[src/rtl/uart_tx.sv]
// UART transmitter: one-entry holding register feeding a start/data/parity/stop
// serialiser, with bit timing from a CLK_HZ/BAUD_RATE down-counter.
module uart_tx #(
    parameter int CLK_HZ    = 65_000_000,
    parameter int BAUD_RATE = 9600,
    parameter int DATA_BITS = 8,
    parameter int PARITY    = 0,
    parameter int STOP_BITS = 1
) (
    input  logic       clk_in,
    input  logic       rst_in,
    input  logic [7:0] data_in,
    input  logic       valid_in,
    output logic       ready_out,
    output logic       tx_out,
    output logic       busy_out,
    output logic       done_out
);
    localparam int          DIV       = CLK_HZ / BAUD_RATE;
    localparam logic [15:0] DIV_M1    = 16'(DIV - 1);
    localparam logic [7:0]  DATA_MASK = 8'((1 << DATA_BITS) - 1);
    localparam logic [2:0]  LAST_DATA = 3'(DATA_BITS - 1);
    localparam logic        LAST_STOP = 1'(STOP_BITS - 1);

    // state | meaning
    // IDLE  | line high, waiting for the holding register to fill
    // START | start bit (low)
    // DATA  | data bits, LSB first
    // PAR   | parity bit
    // STOP  | stop bit(s), high; last cycle may chain straight into START
    typedef enum logic [2:0] {IDLE, START, DATA, PAR, STOP} state_t;

    state_t      state_q, state_d;
    logic [15:0] cnt_q, cnt_d;
    logic [7:0]  shift_q, shift_d;
    logic [7:0]  hold_data_q, hold_data_d;
    logic        hold_full_q, hold_full_d;
    logic [2:0]  bit_cnt_q, bit_cnt_d;
    logic        stop_cnt_q, stop_cnt_d;
    logic        parity_q, parity_d;
    logic        tx_q, tx_d;
    logic        busy_q, busy_d;
    logic        bit_end;
    logic        load;

    always_ff @(posedge clk_in) begin
        if (rst_in) begin
            state_q     <= IDLE;
            cnt_q       <= DIV_M1;
            shift_q     <= 8'h00;
            hold_data_q <= 8'h00;
            hold_full_q <= 1'b0;
            bit_cnt_q   <= 3'd0;
            stop_cnt_q  <= 1'b0;
            parity_q    <= 1'b0;
            tx_q        <= 1'b1;
            busy_q      <= 1'b0;
        end else begin
            state_q     <= state_d;
            cnt_q       <= cnt_d;
            shift_q     <= shift_d;
            hold_data_q <= hold_data_d;
            hold_full_q <= hold_full_d;
            bit_cnt_q   <= bit_cnt_d;
            stop_cnt_q  <= stop_cnt_d;
            parity_q    <= parity_d;
            tx_q        <= tx_d;
            busy_q      <= busy_d;
        end
    end

    always_comb begin
        state_d     = state_q;
        cnt_d       = cnt_q;
        shift_d     = shift_q;
        hold_data_d = hold_data_q;
        hold_full_d = hold_full_q;
        bit_cnt_d   = bit_cnt_q;
        stop_cnt_d  = stop_cnt_q;
        parity_d    = parity_q;
        tx_d        = tx_q;
        busy_d      = busy_q;
        load        = 1'b0;
        bit_end     = (cnt_q == 16'd0);

        if (state_q != IDLE) begin
            cnt_d = bit_end ? DIV_M1 : cnt_q - 16'd1;
        end

        case (state_q)
            IDLE: begin
                if (hold_full_q) load = 1'b1;
            end
            START: begin
                if (bit_end) begin
                    tx_d      = shift_q[0];
                    shift_d   = shift_q >> 1;
                    bit_cnt_d = 3'd0;
                    state_d   = DATA;
                end
            end
            DATA: begin
                if (bit_end) begin
                    if (bit_cnt_q == LAST_DATA) begin
                        if (PARITY != 0) begin
                            tx_d    = parity_q;
                            state_d = PAR;
                        end else begin
                            tx_d       = 1'b1;
                            stop_cnt_d = 1'b0;
                            state_d    = STOP;
                        end
                    end else begin
                        tx_d      = shift_q[0];
                        shift_d   = shift_q >> 1;
                        bit_cnt_d = bit_cnt_q + 3'd1;
                    end
                end
            end
            PAR: begin
                if (bit_end) begin
                    tx_d       = 1'b1;
                    stop_cnt_d = 1'b0;
                    state_d    = STOP;
                end
            end
            STOP: begin
                if (bit_end) begin
                    if (stop_cnt_q == LAST_STOP) begin
                        if (hold_full_q) begin
                            load = 1'b1;
                        end else begin
                            tx_d    = 1'b1;
                            busy_d  = 1'b0;
                            state_d = IDLE;
                        end
                    end else begin
                        stop_cnt_d = stop_cnt_q + 1'b1;
                    end
                end
            end
            default: begin
                state_d = IDLE;
                tx_d    = 1'b1;
                busy_d  = 1'b0;
            end
        endcase

        // Held data is already masked, so parity covers only the used bits.
        if (load) begin
            state_d     = START;
            tx_d        = 1'b0;
            busy_d      = 1'b1;
            cnt_d       = DIV_M1;
            shift_d     = hold_data_q;
            parity_d    = (^hold_data_q) ^ (PARITY == 1);
            hold_full_d = 1'b0;
        end else if (valid_in && !hold_full_q) begin
            hold_full_d = 1'b1;
            hold_data_d = data_in & DATA_MASK;
        end
    end

    assign ready_out = !hold_full_q;
    assign tx_out    = tx_q;
    assign busy_out  = busy_q;
    assign done_out  = (state_q == STOP) && bit_end && (stop_cnt_q == LAST_STOP);

endmodule

[config.mk]
export PLATFORM = sky130hd
export DESIGN_NAME = uart_tx
export DESIGN_NICKNAME = d
export VERILOG_FILES = /design/src/rtl/uart_tx.sv
export SDC_FILE = /design/constraint.sdc
export NUM_CORES = 1
export LEC_CHECK = 0
export CORE_MARGIN = 5
export CORE_UTILIZATION = 30
export DETAILED_ROUTE_END_ITERATION = 8
export GPL_ROUTABILITY_DRIVEN = 0
export PLACE_DENSITY = 0.51
export REMOVE_ABC_BUFFERS = 1
export SETUP_SLACK_MARGIN = 0.02
export SLEW_MARGIN = 20
export SYNTH_ARGS = -nofsm -noshare
export SYNTH_HDL_FRONTEND = slang
export SYNTH_SLANG_ARGS = --single-unit
[constraint.sdc]
create_clock -name clk_in -period 2.9 [get_ports clk_in]
set_input_delay 0.58 -clock clk_in [delete_from_list [all_inputs] [get_ports clk_in]]
set_output_delay 0.58 -clock clk_in [all_outputs]
set_load 0.1 [all_outputs]
Word-level counts from Yosys, hierarchy flattened
Cells that the tools add are included.

Equality and inequality tests: 23. Reductions and logical operators: 20. Muxes and demuxes: 43. Bitwise operators: 3. Add/sub/neg operators: 3.

Operators with widths (number): 2-to-1 mux 8 bit (4); 2-to-1 mux 3 bit (10); inequality test 3 bit (second input constant) (8); 2-to-1 mux 1 bit (21); inequality test 2 bit (second input constant) (9); logical NOT 16 bit (1); 2-to-1 mux 16 bit (1); case mux 8 bit (2 select lines) (1); AND reduction 8 bit (2); subtractor 16 x 1 -> 16 bit (second input constant) (1); case mux 3 bit (5 select lines) (1); AND reduction 4 bit (3); nonzero test 3 bit (3); AND reduction 7 bit (1); equality test 3 x 2 -> 1 bit (second input constant) (2); equality test 3 bit (second input constant) (2); case mux 3 bit (2 select lines) (1); case mux 1 bit (5 select lines) (1); AND reduction 5 bit (1); case mux 1 bit (2 select lines) (2); OR reduction 4 bit (1); adder 3 x 1 -> 3 bit (second input constant) (1); equality test 3 x 1 -> 1 bit (second input constant) (1); logical AND 1 bit (3); other kinds (9) (11).

Output and inout bits: 4. Register bits: 42. Logic and storage cells: 102.

Longest topological paths before layout
Word-level depth: 6. Depth in mapped cells: 8.

Worst setup path before layout
OpenSTA, ideal clock, no wires.

Path type: reg-to-output. Start: register cnt_q[0]. End: output port done_out. Arrival time: 2406 ps. Stages on the path, launching flop included: 6. Path slack: -86 ps. Cell sequence: dfxtp_1 > inv_1 > ha_1 > nor4b_1 > nand4_1 > nor2_1.

Word-level cells in the longest chain between the ends: 3.

RTL lines: from (decl) (line 34) `logic [15:0] cnt_q, cnt_d;`; from (signal assigned) (line 60) `cnt_q <= cnt_d;`; logical NOT 16 bit (line 84) `bit_end = (cnt_q == 16'd0);`; logical AND 1 bit (2 in a row) (line 167) `assign done_out = (state_q == STOP) && bit_end && (stop_cnt_q == LAST_STOP);`; to (decl) (line 17) `output logic done_out`.

Every way passes these cells.

Worst setup path in the final report
Same ends and word-level chain as after synthesis.

==> summary.md <==
| Metric | Value |
|---|---|
| Initial antenna violation count | 0 |
| Placed insts | 310 |
| HP Class | flip-flop to flip-flop |
| CTS H-tree depth | 2 |
| Synth top area share | 42.2% |
| Fmax | 380 MHz |
| Layout Nets | 254 |
| Core area | 6310 µm² |
| Area growth syn-to-layout | 15.5% |
| Mapped Area | 1950 µm² |
| Dominant cell by count in the synthesized netlist | dfxtp_1 |
| Met1 Use GR | 14.8% |
| Dominant synthesized flop cell | dfxtp_1 |
| Minimum clock period | 2.63 ns |
| Crit path required time | 2.32 ns |
| Clock latency on the worst-skew pair | 0.29 ns |
| Total setup buffers inserted after CTS | 0 |
| Hold-fix buffers, CTS | 0 |
| Distinct cells, synth | 44 |
| Seq cells post-synth | 41 |
| Yosys top cell by area | dfxtp_1 |
| Worst-path clk slew | 0.08 ns |
| Ports | 15 |
| Initial Utilization | 30.8% |
| Total grt overflow | 0 |
| WS Path Type | flip-flop to primary output |
| Mean Syn Cell Area | 8.69 µm² |
| Max Cap Viol | 0 |
| Share of cells above drive strength 1 | 12.0% |
| Critical path endpoint category | primary output |
| Die ar. | 8200 µm² |
| Final setup TNS | 0 ns |
| GR Util met2 | 14.5% |
| Slew margin rel. | 47.1% |
| Critical Path Start Type | flip-flop |
| Slew Limit Fails | 0 |
| Vias in the first global route | 1,475 |
| Cells after Synth | 224 |
| Post-route ant nets | 0 |
| Async SR Flop Fraction | 0% |
| Port Buf Inserts | 14 |
| WHS | 0.456 ns |
| DRT Wirelength | 4020 µm |
| First-pass GRT wire length | 7040 µm |
| HPWL Detailed | 2850 µm |
| EDFF count, synth | 0 |
| Final setup viols | 0 |
| Leakage power | 0.817 nW |
| Vias per cell | 4.92 |
| CP Max Fanout | 7 |
| GRT Max-Usage Layer | met1 |
| Largest net degree at the start of global routing | 16 |
| Clk root buf | clkbuf_8 |
| CTS Buf Count | 5 |
| Clk_skew | 0.0105 ns |
| Finished Layout Cells | 318 |
| Outcome | complete, no violations |
| Antenna Cells | 0 |
| Site row count | 29 |
| Cells taking the most area after synthesis | dfxtp_1 (42%), nor2_1 (6.2%), nand3_1 (4.9%), a21oi_1 (4.6%), mux2i_1 (4.1%) |
| Cts repair resizes | 0 |
| CTS tree | built |
| Post-synth top cells | dfxtp_1 (41), nor2_1 (32), nand3_1 (19) |
| Slew @ Worst Pin | 0.787 ns |
| Clk sink count | 41 |
| Final Hold Vio Count | 0 |
| Pre-antenna DRT Iters | 4 |
| Sequential share of the synthesized area | 42.2% |
| Unrepaired setup endpoints after global routing | false |
| Synth Warn # | 0 |
| DR vias | 1,563 |
| Worst-case clock buffer depth | 2 |
| DRC viols | 0 |
| Die H | 90.6 µm |
| Worst VDD drop | 0.264 mV |
| Initial DRC count | 82 |
| Die X-Extent | 90.6 µm |
| Power Dens Cells | 488 nW/µm² |
| GRT Util Overall | 10.3% |
| Tcrit/Tclk final | 90.8% |
| WL/cell | 12.6 µm |
| WP data arrival | 2.05 ns |
| Met3 GRT Util | 2.75% |
## through the flow
step	setup WS, ns	power, mW	util (%)	cell area (µm²)
floorplan	-0.0858	0.699	-	1890
global route	0.0323	1.16	35.6	2250
global placement	0.629	0.751	34.3	2170
finish	0.266	1.10	35.6	2250
detailed placement	0.595	0.750	34.3	2170
CTS	0.249	1.12	35.6	2250
## power by group
part | internal (mW) | switching (mW)
Sequential | 0.581 | 0.0183
Clock | 0.167 | 0.194
Combinational | 0.0536 | 0.0834
Total | 0.802 | 0.296
## flip-flops by register name, indices dropped and copies added, names as in the netlist
register	cells
shift_q	8
hold_full_q	1
bit_cnt_q	3
hold_data_q	8
cnt_q	16
state_q	3
tx_out	1
busy_out	1
## layout make-up
| type | instances | area (µm²) |
|---|---|---|
| fillers | 679 | 4070 |
| clock buffers | 6 | 72.6 |
| well taps | 77 | 96.3 |
| clock inverters | 2 | 10.0 |
| repair buffers | 19 | 180 |
| multi-input cells | 167 | 1050 |
| flip-flops and latches | 41 | 821 |
| inverters | 6 | 22.5 |
## cell families (layout without fill, tap and decap cells)
logic type,count (synthesis),count (layout),share of synthesized area [%]
muxes,8,8,4.11
xor gates and xnor gates,12,12,5.40
buffers and inverters,16,33,4.11
AOI/OAI and AO/OA,38,38,12.3
DFF,41,41,42.2
adders and majority gates,3,3,1.93
and+or+nand+nor,106,106,30.0
## cell usage in the layout, fill, tap and decap left out, types with 3 or more instances in the layout
master           count
nand2b_1             3
nand3_1             19
nor4b_1              3
nor4_1               3
xnor2_1              5
mux2i_1              8
ha_1                 3
nor2_1              32
dfxtp_1             41
nand2_1             16
buf_4                8
a21oi_1             18
o21ai_0              6
nor3_1               8
xor2_1               7
inv_1                6
clkbuf_8             5
clkdlybuf4s50_1     10
a22oi_1              6
## path summary, 6_finish.rpt
check                      start          to  slack, ns  cells past startpoint
hold / removal    hold_data_q[7]  shift_q[7]       0.46                      2
setup reg to reg        cnt_q[0]    cnt_q[3]       0.85                      8
hold reg to reg   hold_data_q[7]  shift_q[7]       0.46                      2
setup / recovery        cnt_q[0]    done_out       0.27                      6
## per-layer routing
layer	vias to the layer above	wire, µm
met3	6	145
met5	-	0
li1	819	-
met4	0	59
met2	21	1630
met1	717	2190
## worst max-delay path, cell delays in order (launching register included)
cell and delay [ns]:
dfxtp_1 0.34, inv_1 0.08, ha_1 0.20, nor4b_1 0.33, nand4_1 0.32, nor2_1 0.29, buf_12 0.21
Power figures use the tool's default switching activity.
